--- config.mk ---
export PLATFORM = sky130hd
export DESIGN_NAME = spi_aes_master
export DESIGN_NICKNAME = d
export VERILOG_FILES = /design/src/rtl/aes_spi_pkg.sv /design/src/rtl/spi_tx_shifter.sv /design/src/rtl/spi_aes_master.sv
export SDC_FILE = /design/constraint.sdc
export NUM_CORES = 1
export LEC_CHECK = 0
export BUFFER_PORTS_ARGS = -buffer_cell sky130_fd_sc_hd__buf_2
export CAP_MARGIN = 20
export CORE_AREA = 2 2 208 210
export DETAILED_ROUTE_END_ITERATION = 16
export DIE_AREA = 0 0 210 212
export GPL_TIMING_DRIVEN = 0
export PLACE_DENSITY = 0.73
export SYNTH_ARGS = -nofsm -noshare
export SYNTH_HDL_FRONTEND = slang
export SYNTH_SLANG_ARGS = --single-unit
export TNS_END_PERCENT = 1
--- constraint.sdc ---
create_clock -name clk -period 19.5 [get_ports clk]
set_clock_uncertainty 0.2 [all_clocks]
set_input_delay 2.925 -clock clk [delete_from_list [all_inputs] [get_ports clk]]
set_output_delay 2.925 -clock clk [all_outputs]
set_load 0.03 [all_outputs]
--- src/rtl/aes_spi_pkg.sv ---
`default_nettype none
// ============================================================================
// Package  : aes_spi_pkg
// Purpose  : Shared sizes, FSM state encoding and key-length helper for the
//            SPI-side AES initiator.
// Revision : 1.0
// ============================================================================
package aes_spi_pkg;

    localparam int BLOCK_BITS = 128;
    localparam int WORD_BITS  = 32;

    localparam logic [2:0] ST_IDLE     = 3'd0;
    localparam logic [2:0] ST_SEND_MSG = 3'd1;
    localparam logic [2:0] ST_SEND_KEY = 3'd2;
    localparam logic [2:0] ST_WAIT     = 3'd3;
    localparam logic [2:0] ST_RECV     = 3'd4;
    localparam logic [2:0] ST_DONE     = 3'd5;

    function automatic int KEY_BITS(input int nk);
        return nk * WORD_BITS;
    endfunction

endpackage
`default_nettype wire

--- src/rtl/spi_tx_shifter.sv ---
`default_nettype none
// ============================================================================
// Module   : spi_tx_shifter
// Purpose  : Parallel-in serial-out register; loads {key,msg} and shifts right
//            one bit per enable, presenting bit 0 as the serial output.
// Revision : 1.0
// ============================================================================
module spi_tx_shifter #(
    parameter int WIDTH = 256
) (
    input  logic             clk,
    input  logic             rst,
    input  logic             i_load,
    input  logic             i_shift,
    input  logic [WIDTH-1:0] i_data,
    output logic             o_sout
);

    logic [WIDTH-1:0] r_data;

    // Zeros shift in from the top, so the line idles low once the frame is out.
    always_ff @(posedge clk or posedge rst) begin
        if (rst) begin
            r_data <= '0;
        end else if (i_load) begin
            r_data <= i_data;
        end else if (i_shift) begin
            r_data <= {1'b0, r_data[WIDTH-1:1]};
        end
    end

    assign o_sout = r_data[0];

endmodule
`default_nettype wire

--- src/rtl/spi_aes_master.sv ---
`default_nettype none
// ============================================================================
// Module   : spi_aes_master
// Purpose  : SPI-side initiator for the AES slave: sends block then key LSB-first
//            on SIMO, waits a fixed delay, then collects the 128-bit result from SOMI.
// Revision : 1.0
// ============================================================================
module spi_aes_master
    import aes_spi_pkg::*;
#(
    parameter int NK       = 4,
    parameter int NR       = 10,
    parameter int RX_DELAY = 16
) (
    input  logic                    clk,
    input  logic                    reset,
    input  logic                    start,
    input  logic                    mode_in,
    input  logic [BLOCK_BITS-1:0]   msg,
    input  logic [NK*WORD_BITS-1:0] key,
    input  logic                    SOMI,
    output logic                    SIMO,
    output logic                    mode,
    output logic [BLOCK_BITS-1:0]   result,
    output logic                    busy,
    output logic                    done
);

    localparam int c_KEY_BITS = KEY_BITS(NK);
    localparam int c_TX_MAX   = (c_KEY_BITS > BLOCK_BITS) ? c_KEY_BITS : BLOCK_BITS;
    localparam int c_CNT_W_TX = $clog2(c_TX_MAX);
    localparam int c_CNT_W_RX = (RX_DELAY > 1) ? $clog2(RX_DELAY) : 1;
    localparam int c_CNT_W    = (c_CNT_W_TX > c_CNT_W_RX) ? c_CNT_W_TX : c_CNT_W_RX;

    localparam logic [c_CNT_W-1:0] c_CNT_ONE  = c_CNT_W'(1);
    localparam logic [c_CNT_W-1:0] c_BLK_LAST = c_CNT_W'(BLOCK_BITS - 1);
    localparam logic [c_CNT_W-1:0] c_KEY_LAST = c_CNT_W'(c_KEY_BITS - 1);
    localparam logic [c_CNT_W-1:0] c_DLY_LAST = c_CNT_W'(RX_DELAY - 1);

    if (!(NK == 4 || NK == 6 || NK == 8) || NR != NK + 6 || RX_DELAY < 1) begin : g_bad_cfg
        $error("spi_aes_master: unsupported NK/NR/RX_DELAY combination");
    end

    logic [2:0]            r_state;
    logic [2:0]            w_next;
    logic [c_CNT_W-1:0]    r_cnt;
    logic [BLOCK_BITS-1:0] r_rx;
    logic                  w_load;
    logic                  w_shift;
    logic                  w_count;

    // The done cycle is still IDLE; masking start there forces a one-cycle gap.
    always_comb begin
        w_next  = r_state;
        w_load  = 1'b0;
        w_shift = 1'b0;
        w_count = 1'b0;
        case (r_state)
            ST_IDLE: begin
                if (start && !done) begin
                    w_load = 1'b1;
                    w_next = ST_SEND_MSG;
                end
            end
            ST_SEND_MSG: begin
                w_shift = 1'b1;
                w_count = 1'b1;
                if (r_cnt == c_BLK_LAST) w_next = ST_SEND_KEY;
            end
            ST_SEND_KEY: begin
                w_shift = 1'b1;
                w_count = 1'b1;
                if (r_cnt == c_KEY_LAST) w_next = ST_WAIT;
            end
            ST_WAIT: begin
                w_shift = 1'b1;
                w_count = 1'b1;
                if (r_cnt == c_DLY_LAST) w_next = ST_RECV;
            end
            ST_RECV: begin
                w_count = 1'b1;
                if (r_cnt == c_BLK_LAST) w_next = ST_DONE;
            end
            ST_DONE: begin
                w_next = ST_IDLE;
            end
            default: begin
                w_next = ST_IDLE;
            end
        endcase
    end

    always_ff @(posedge clk or posedge reset) begin
        if (reset) begin
            r_state <= ST_IDLE;
        end else begin
            r_state <= w_next;
        end
    end

    // Message bit 0 goes out on the accept edge, so the message phase counts from 1.
    always_ff @(posedge clk or posedge reset) begin
        if (reset) begin
            r_cnt <= '0;
        end else if (w_load) begin
            r_cnt <= c_CNT_ONE;
        end else if (w_next != r_state) begin
            r_cnt <= '0;
        end else if (w_count) begin
            r_cnt <= r_cnt + c_CNT_ONE;
        end
    end

    always_ff @(posedge clk or posedge reset) begin
        if (reset) begin
            mode   <= 1'b0;
            busy   <= 1'b0;
            done   <= 1'b0;
            result <= '0;
            r_rx   <= '0;
        end else begin
            done <= 1'b0;
            if (w_load) begin
                mode <= mode_in;
                busy <= 1'b1;
            end
            if (r_state == ST_RECV) begin
                r_rx <= {SOMI, r_rx[BLOCK_BITS-1:1]};
            end
            if (r_state == ST_DONE) begin
                result <= r_rx;
                done   <= 1'b1;
                busy   <= 1'b0;
            end
        end
    end

    spi_tx_shifter #(
        .WIDTH (BLOCK_BITS + c_KEY_BITS)
    ) u_tx (
        .clk     (clk),
        .rst     (reset),
        .i_load  (w_load),
        .i_shift (w_shift),
        .i_data  ({key, msg}),
        .o_sout  (SIMO)
    );

endmodule
`default_nettype wire

==> results of run 1 <==
## placed cells by master, fill, tap and decap left out, drive strengths merged, types with 2 or more instances in the layout
cell,Yosys,layout
a2111oi,2,2
a211oi,3,3
a21oi,14,14
a22oi,255,255
and3,2,2
buf,56,452
clkbuf,90,177
clkinv,0,7
dfrtp,525,525
diode,0,12
inv,6,8
nand2,1286,1286
nand3,3,3
nand3b,2,2
nor2,5,5
nor3,4,4
o21ai,2,2
o31ai,3,3
xnor2,5,5
## final timing paths
path,from,endpoint,slack [ps],depth (start not counted)
max in group asynchronous,reset,u_tx.r_data[55],15500,4
setup / recovery,result[96],result[96],15170,1
hold / removal,result[86],result[86],260,2
hold reg to reg,result[86],result[86],260,2
min in group asynchronous,reset,result[54],2100,2
setup reg to reg,r_state[1],u_tx.r_data[86],16990,7
## metal layers
layer / track usage [%] / share of wire [%]
met5: 0 / 0.34
met4: 8.24 / 2.9
met1: 31.5 / 43
met2: 38.0 / 46
met3: 6.71 / 7.3
## report_power, final
group          total (W)  internal, W  switching [W]
combinational  0.0000776    0.0000342      0.0000434
sequential       0.00112      0.00111      0.0000120
clock            0.00100     0.000581       0.000422
total            0.00220      0.00173       0.000477
## area by class of cell
| type | count | area, µm² | share of cell area (%) |
|---|---|---|---|
| clock buffers | 87 | 1630 | 6.38 |
| clock inverters | 11 | 101 | 0.398 |
| repair buffers | 396 | 2070 | 8.13 |
| diodes | 12 | 30.0 | 0.118 |
| flip-flops and latches | 525 | 13100 | 51.6 |
| well taps | 546 | 683 | 2.68 |
| inverters | 6 | 30.0 | 0.118 |
| plain buffers | 146 | 643 | 2.52 |
| multi-input cells | 1602 | 7150 | 28.1 |
## cells by family (layout without fill, tap and decap cells)
kind of cell | after synthesis | after routing | synth area share (%)
AOI/OAI and AO/OA | 286 | 286 | 10.1
xor gates and xnor gates | 5 | 5 | 0.209
adders and majority gates | 1 | 1 | 0.0597
buffers and inverters | 152 | 646 | 3.18
DFF | 525 | 525 | 62.7
muxes | 2 | 2 | 0.101
other | 0 | 12 | 0
and+or+nand+nor | 1308 | 1308 | 23.7
## sequential cells by signal, indices dropped and copies added, names as in the netlist
register and flops:
u_tx.r_data 256, r_rx 128, result 128, r_cnt 7, r_state 3, busy 1
done 1, mode 1
## stage by stage
step	worst slack (ps)	area, µm²
after floorplan	1710	21000
after global placement	-3260	23600
after detailed placement	14650	23700
after CTS	15140	25400
after global routing	15130	25500
final	15170	25500
==> run_results.csv, run 1 <==
group,metric,value,unit
route,route.detailed.drc,0,
clock_tree,post_cts_hold_buffer_count,0,
critical_path,worstPathBufferInverterCount,1,
logic_synthesis,synth_commonest_cells,"1286 x sky130_fd_sc_hd__nand2_1, 525 x sky130_fd_sc_hd__dfrtp_1, 255 x sky130_fd_sc_hd__a22oi_1",
global_route,grt_pass1_vias,16800,
finish,layout_cells_excl_fill,3331,
clock_tree,ctsHtreeMaxLevel,2,
logic_synthesis,yosysWarningCount,0,
sta,totalNegativeSetupSlack,0,ps
critical_path,required_time_of_the_worst_setup_path,16380,ps
floorplanning,core-area,42500,µm²
clock_tree,ctsLongestPathBuffers,3,
global_route,grt_max_degree,134,
sta,finalHoldViolations,0,
placement,dp_cells,3221,
logic_synthesis,ys_types,37,
route,drt_wl_total,53100,µm
pwr,totalPowerFinal,0.00220,W
sta,measured_slew_at_the_worst_slew_check_pin,747,ps
clock_tree,clock_transition_time_at_the_flip_flop_clock_pins_of_the_worst_setup_and_hold_paths,60,ps
global_route,grt_usage,23.8,%
outcome,status,"finished, final reports clean",
clock_tree,cts.root.buffer_cell,"sky130_fd_sc_hd__clkbuf_16",
logic_synthesis,ys_async_sr_fraction,100,%
critical_path,crit_type,"register to output pin",
floorplanning,initial_core_util,49.3,%
clock_tree,clock_network_latency_to_the_later_pin_of_the_worst_skew_pair,600,ps
route,detail-route-antenna-nets,0,
floorplanning,floorplan.die_area,44500,µm²
critical_path,critical-path-top-delay-family,"flip-flops",
min_path,min_path_type,"register to register",
placement,final_hpwl_dp,38100,µm
critical_path,timing.critical_path.slowest_stage_cell,"sky130_fd_sc_hd__dfrtp_1",
sta,post-route-min-period,4330,ps
flow_run,timing.max_cap.violations,0,
route,first_pass_iters,5,
pwr,leakage,14.5,nW
floorplanning,horizontal_extent_of_the_die,210,µm
placement,globalplace.congestion,0.887,
logic_synthesis,post-synth-top-count-cell,"sky130_fd_sc_hd__nand2_1",
logic_synthesis,synth.net_count,2541,
sta,timing.final.setup_violations,0,
clock_tree,cts_resized,0,
clock_tree,tritoncts.num_buffers,54,
route,first_iter_violations,1413,
logic_synthesis,yosysTopAreaCellShare,62.7,%
critical_path,cp-start-kind,"register",
floorplanning,fp-row-count,76,
pwr,power-per-cell-area,86.5,nW/µm²
global_route,global_route_wire_length_before_repair,85300,µm
finish,nFillCells,3675,
critical_path,timing.critical_path.arrival,1200,ps
global_route,overflow,0,
finish,area_growth_syn_to_layout,21.6,%
finish,drive_above_1_share,19.0,%
critical_path,crit_path_cell_trace,"buf_2",
sta,maxSlewHeadroom,50.2,%
logic_synthesis,synth_seq_cells,525,
logic_synthesis,synth_area_leaders,"sky130_fd_sc_hd__dfrtp_1 63%, sky130_fd_sc_hd__nand2_1 23%, sky130_fd_sc_hd__a22oi_1 9.1%",
logic_synthesis,syn_avg_cell_area,9.20,µm²
logic_synthesis,yosysTopAreaCell,"sky130_fd_sc_hd__dfrtp_1",
sta,timing.final.max_slew_violations,0,
clock_tree,postCtsSetupRepairBufs,0,
sta,post_route_hold_slack,265,ps
finish,postLayoutCoreUtil,59.9,%
logic_synthesis,count_of_flip_flops_with_a_built_in_enable_after_synthesis,0,
floorplanning,num_ports,393,
global_route,initial_antenna_violation_count,24,
critical_path,timing.critical_path.fanout_max,2,
route,vias_per_cell,5.15,
floorplanning,die_height,212,µm
logic_synthesis,syn_area,21000,µm²
pwr,ir_worst_vdd,0.0630,mV
sta,grt_setup_unrepaired,"no",
route,num_vias,17100,
sta,finalCritPeriodShare,22.2,%
logic_synthesis,ys.flop_type,"sky130_fd_sc_hd__dfrtp_1",
sta,fmax,231,MHz
critical_path,crit_path_max_incr_delay,380,ps
clock_tree,clock_sinks,525,
logic_synthesis,syn-instance-count,2279,
clock_tree,tritoncts,"yes",
logic_synthesis,synth.yosys.seq_area_share,62.7,%
finish,fin_nets,2993,
placement,place.port_buffers,392,
critical_path,endpoint_kind,"output pin",
route,wl_per_cell,16.0,µm
Note: power is estimated with default switching activity, not from simulation.
==> inputs of run 2 (changes only) <==
Clock period 19.5 ns to 4.1 ns, I/O delays scaled along.
==> run 2 against run 1 <==
  * Worst hold slack worse by 230 ps
  * Register-to-register slack lost 16000 ps
  * Design area grew 1.4%
  * Critical path type is now register to register
  * Critical endpoint is now u_tx.r_data[124]
  * Highest routed layer unchanged
==> run_results.csv, run 2 (synthesized netlist as in run 1, its figures left out) <==
group,metric,value,unit
flow_run,timing.max_cap.violations,0,
route,num_vias,17500,
floorplanning,num_ports,393,
placement,dp_cells,3231,
placement,place.port_buffers,392,
finish,area_growth_syn_to_layout,23.2,%
floorplanning,horizontal_extent_of_the_die,210,µm
pwr,ir_worst_vdd,0.275,mV
finish,largest_reg_flops,256,
pwr,leakage,14.7,nW
clock_tree,cts.root.buffer_cell,"sky130_fd_sc_hd__clkbuf_16",
pwr,netSwitchingFraction,21.3,%
finish,layout.cells.most_common_list,"1286 x sky130_fd_sc_hd__nand2_1, 525 x sky130_fd_sc_hd__dfrtp_1, 426 x sky130_fd_sc_hd__buf_2, 255 x sky130_fd_sc_hd__a22oi_1, 92 x sky130_fd_sc_hd__clkbuf_1",
finish,layout_cells_excl_fill,3346,
critical_path,endpoint_kind,"register",
sta,finalCritPeriodShare,64.2,%
pwr,power_switching,0.00231,W
sta,fmax,380,MHz
pwr,power.share.combinational,3.7,%
finish,fin_nets,3004,
placement,final_hpwl_dp,39400,µm
finish,final_area,25800,µm²
route,drt_wl_total,54400,µm
critical_path,timing.critical_path.arrival,2950,ps
route,first_iter_violations,1255,
floorplanning,core-area,42500,µm²
critical_path,cp-start-kind,"register",
pwr,clock_network_fraction_of_total_power,47.1,%
outcome,status,"finished, final reports clean",
route,detail-route-antenna-nets,0,
clock_tree,tritoncts,"yes",
sta,maxSlewHeadroom,49.9,%
sta,post-route-min-period,2630,ps
finish,drive_above_1_share,19.9,%
floorplanning,initial_core_util,49.3,%
global_route,grt_pass1_vias,16800,
sta,timing.final.max_slew_violations,0,
floorplanning,fp-row-count,76,
min_path,min_path_type,"primary input to register",
sta,timing.final.setup_violations,0,
placement,globalplace.congestion,0.863,
placement,preCtsSetupSlack,1510,ps
critical_path,worstSetupStartpoint,"r_state[2]",
global_route,overflow,0,
clock_tree,ctsHtreeMaxLevel,2,
pwr,power_frac_seq,49.3,%
route,wl_per_cell,16.3,µm
critical_path,timing.critical_path.fanout_max,10,
critical_path,required_time_of_the_worst_setup_path,4420,ps
finish,layout_commonest_cell,"sky130_fd_sc_hd__nand2_1",
critical_path,critical_register_to_register_path_endpoint,"u_tx.r_data[124]",
finish,registers_with_the_most_flip_flops,"u_tx.r_data: 256 flops, r_rx: 128 flops, result: 128 flops",
clock_tree,postCtsSetupRepairBufs,0,
clock_tree,tritoncts.num_buffers,54,
clock_tree,clock_sinks,525,
pwr,power-per-cell-area,420,nW/µm²
critical_path,crit_type,"register to register",
sta,finalHoldViolations,0,
sta,final_critical_path_setup_slack,1470,ps
clock_tree,ctsLongestPathBuffers,3,
finish,largest-register,"u_tx.r_data",
global_route,use_met3,6.29,%
global_route,global_route_wire_length_before_repair,87100,µm
global_route,globalRoute.busiestLayer,"met2",
route,first_pass_iters,9,
floorplanning,floorplan.die_area,44500,µm²
global_route,use_met1,32.0,%
global_route,grt_usage,24.3,%
route,vias_per_cell,5.22,
global_route,grtUsageMet2,39.0,%
global_route,grt_max_degree,46,
clock_tree,clock_network_latency_to_the_later_pin_of_the_worst_skew_pair,600,ps
critical_path,r2r_slack,1470,ps
clock_tree,post_cts_hold_buffer_count,1,
critical_path,worst_r2r_startpoint,"r_state[2]",
placement,area_after_dpl,23900,µm²
global_route,initial_antenna_violation_count,19,
floorplanning,die_height,212,µm
clock_tree,cts_resized,0,
critical_path,worstSetupEndpoint,"u_tx.r_data[124]",
route,route.detailed.drc,0,
sta,grt_setup_unrepaired,"no",
clock_tree,clock_transition_time_at_the_flip_flop_clock_pins_of_the_worst_setup_and_hold_paths,60,ps
critical_path,worstRegToRegCells,6,
sta,measured_slew_at_the_worst_slew_check_pin,743,ps
pwr,intPower,0.00854,W
## run 2: worst min-delay path by stage
stage / from / to / slack [ps] / cells past startpoint
2_1_floorplan: r_rx[0] / result[0] / 240 / 2
3_3_place_gp: result[125] / result[125] / 260 / 2
3_5_place_dp: result[51] / result[51] / 260 / 2
4_1_cts: SOMI / r_rx[127] / 3 / 3
5_1_grt: key[127] / u_tx.r_data[255] / 20 / 3
6_report: key[127] / u_tx.r_data[255] / 30 / 3
## run 2: power groups by stage
stage	Sequential [W]	Clock [W]	Combinational [W]
2_1_floorplan	0.00543	0	0.000177
3_3_place_gp	0.00544	0	0.000356
3_5_place_dp	0.00544	0	0.000406
4_1_cts	0.00534	0.00520	0.000409
5_1_grt	0.00535	0.00541	0.000450
6_report	0.00534	0.00510	0.000398
## run 2: area by class of cell
class	count	area, µm²
clock buffers	76	1670
diodes	16	40.0
repair buffers	407	2260
plain buffers	146	643
fillers	3578	16700
flip-flops and latches	525	13100
multi-input cells	1602	7150
well taps	546	683
inverters	6	26.3
clock inverters	22	218
## run 2: worst max-delay path, stage by stage (launching register included)
cell and delay, ps:
sky130_fd_sc_hd__dfrtp_1 420, sky130_fd_sc_hd__buf_2 200, sky130_fd_sc_hd__nor2_1 430, sky130_fd_sc_hd__clkbuf_1 570, sky130_fd_sc_hd__clkbuf_1 460, sky130_fd_sc_hd__a22oi_1 160
sky130_fd_sc_hd__nand2_1 100
## run 2: per-layer routing
layer	vias to the layer above	wire, µm
met3	119	3970
met2	552	25700
met1	8455	23000
met4	14	1680
li1	8312	-
met5	-	102
## run 2: stage by stage
| stage | utilization, % | TNS, ps | power (W) | hold WS, ps |
|---|---|---|---|---|
| detailed placement | 56.2 | 0 | 0.00584 | 257 |
| finish | 60.8 | 0 | 0.0108 | 30.4 |
| global route | 60.7 | 0 | 0.0112 | 23.8 |
| CTS | 60.7 | 0 | 0.0109 | 3.03 |
| global placement | 55.5 | -3355620 | 0.00580 | 255 |
| floorplan | - | -2020810 | 0.00561 | 239 |
==> inputs of run 3 (changes only) <==
Clock period 4.1 ns to 2.5 ns, I/O delays scaled along.
==> run 3 against run 2 <==
  * Sequential power up 64%
  * First-iteration DRC count up 45%
  * Routed wire length rose by 17%
  * Sequential cell count stayed put
  * Critical path depth is 1 higher
  * Cell count is 7.5% higher
  * Fmax rose by 8.9%
  * Worst hold slack improved by 230 ps
==> run_results.csv, run 3 (synthesized netlist as in run 1, its figures left out) <==
group,metric,value,unit
outcome,status,"finished, final reports clean",
critical_path,crit_path_cell_trace,"buf_2 -> nor2_1 -> nor2_1 -> clkbuf_2 -> clkbuf_1 -> a22oi_1 -> nand2_1",
global_route,grt_pass1_vias,19300,
placement,preCtsSetupSlack,-91.4,ps
pwr,power-per-cell-area,642,nW/µm²
finish,layout.cells.most_common_list,"1286 x sky130_fd_sc_hd__nand2_1, 525 x sky130_fd_sc_hd__dfrtp_1, 426 x sky130_fd_sc_hd__buf_2, 259 x sky130_fd_sc_hd__dlygate4sd3_1, 255 x sky130_fd_sc_hd__a22oi_1",
global_route,use_met3,7.31,%
sta,timing.final.max_slew_violations,0,
clock_tree,postCtsSetupRepairBufs,0,
global_route,grt_max_degree,46,
sta,finalCritPeriodShare,96.7,%
clock_tree,ctsHtreeMaxLevel,2,
placement,globalplace.congestion,0.863,
finish,largest-register,"u_tx.r_data",
global_route,initial_antenna_violation_count,5,
flow_run,timing.max_cap.violations,0,
floorplanning,die_height,212,µm
sta,grt_setup_unrepaired,"yes",
critical_path,cp-start-kind,"register",
finish,final_area,28400,µm²
critical_path,required_time_of_the_worst_setup_path,2820,ps
min_path,min_path_type,"primary input to async pin",
route,detail-route-antenna-nets,0,
route,vias_per_cell,5.39,
pwr,leakage,15.8,nW
route,wl_per_cell,17.6,µm
placement,area_after_dpl,23900,µm²
route,first_iter_violations,1823,
clock_tree,cts.root.buffer_cell,"sky130_fd_sc_hd__clkbuf_16",
finish,largest_reg_flops,256,
sta,fmax,414,MHz
critical_path,critical_path_cell_count,7,
clock_tree,tritoncts,"yes",
clock_tree,ctsLongestPathBuffers,3,
floorplanning,core-area,42500,µm²
critical_path,timing.critical_path.arrival,2740,ps
critical_path,endpoint_kind,"register",
clock_tree,clock_transition_time_at_the_flip_flop_clock_pins_of_the_worst_setup_and_hold_paths,60,ps
finish,fin_nets,3262,
sta,timing.final.setup_violations,0,
route,route.detailed.drc,0,
sta,measured_slew_at_the_worst_slew_check_pin,725,ps
clock_tree,clock_network_latency_to_the_later_pin_of_the_worst_skew_pair,600,ps
route,first_pass_iters,6,
critical_path,timing.critical_path.slowest_stage_cell,"sky130_fd_sc_hd__clkbuf_1",
clock_tree,clock_sinks,525,
floorplanning,floorplan.die_area,44500,µm²
placement,final_hpwl_dp,39400,µm
floorplanning,fp-row-count,76,
sta,maxSlewHeadroom,51.3,%
floorplanning,horizontal_extent_of_the_die,210,µm
global_route,use_met1,34.9,%
finish,layout_commonest_cell,"sky130_fd_sc_hd__nand2_1",
critical_path,crit_type,"register to register",
sta,post-route-min-period,2420,ps
global_route,grt_usage,28.1,%
finish,drive_above_1_share,18.8,%
finish,registers_with_the_most_flip_flops,"u_tx.r_data: 256 flops, r_rx: 128 flops, result: 128 flops",
clock_tree,tritoncts.num_buffers,54,
floorplanning,initial_core_util,49.3,%
critical_path,worstRegToRegCells,7,
critical_path,crit_path_max_incr_delay,430,ps
finish,area_growth_syn_to_layout,35.6,%
sta,finalHoldViolations,0,
global_route,overflow,0,
global_route,globalRoute.busiestLayer,"met2",
pwr,ir_worst_vdd,0.460,mV
critical_path,critPathMostFrequentCell,"sky130_fd_sc_hd__nor2_1",
critical_path,worstPathBufferInverterCount,3,
global_route,global_route_wire_length_before_repair,101000,µm
floorplanning,num_ports,393,
sta,final_critical_path_setup_slack,82.2,ps
route,drt_wl_total,63400,µm
finish,nFillCells,3097,
critical_path,timing.critical_path.fanout_max,10,
global_route,grtUsageMet2,46.1,%
critical_path,critical-path-top-delay-family,"buffers and inverters",
route,num_vias,19400,
placement,place.port_buffers,392,
[run 3: power by group]
part	leakage [nW]	internal, W	switching (W)
clock network	0.943	0.00504	0.00338
logic	7.79	0.000562	0.000480
registers	7.08	0.00867	0.000108
[run 3: path summary, 6_finish.rpt]
kind | startpoint | to | slack [ps]
worst max register to register | r_state[0] | u_tx.r_data[57] | 80
worst max-delay path | r_state[0] | u_tx.r_data[57] | 80
min in group clk | result[1] | result[1] | 270
max in group asynchronous | reset | u_tx.r_data[139] | 520
worst min register to register | result[1] | result[1] | 270
worst min-delay path | reset | result[1] | 260
[run 3: what timing repair did]
action,in CTS,in global routing
setup endpoints to repair,129,222
resized for setup,3,31
pin swaps,0,0
hold endpoints to repair,280,0
hold buffers,259,0
[run 3: worst min-delay path: stages]
cell and delay (ps):
sky130_fd_sc_hd__dlygate4sd3_1 530, sky130_fd_sc_hd__buf_2 140, sky130_fd_sc_hd__clkinvlp_4 490
[run 3: layout make-up]
class | instances | area (µm²) | share of cell area [%]
inverters | 6 | 26.3 | 0.0925
clock buffers | 76 | 1670 | 5.87
diodes | 8 | 20.0 | 0.0705
multi-input cells | 1602 | 7150 | 25.2
plain buffers | 146 | 667 | 2.35
repair buffers | 665 | 4840 | 17.0
flip-flops and latches | 525 | 13100 | 46.2
clock inverters | 22 | 218 | 0.766
well taps | 546 | 683 | 2.40
[run 3: routing by layer]
metal	wire (µm)	share of wire [%]
met1	24800	39
met2	30000	47
met3	5530	8.7
met4	3090	4.9
met5	0	0
[run 3: metrics by stage]
stage	std cells	hold slack [ps]	util (%)	total power (W)	setup TNS (ps)
after floorplan	2279	239	-	0.00920	-2734810
after global placement	3217	255	55.5	0.00950	-4074670
after detailed placement	3231	257	56.2	0.00958	-5120
after CTS	3588	236	66.8	0.0183	0
after global routing	3593	289	66.8	0.0188	-4510
final	3596	258	66.8	0.0182	0
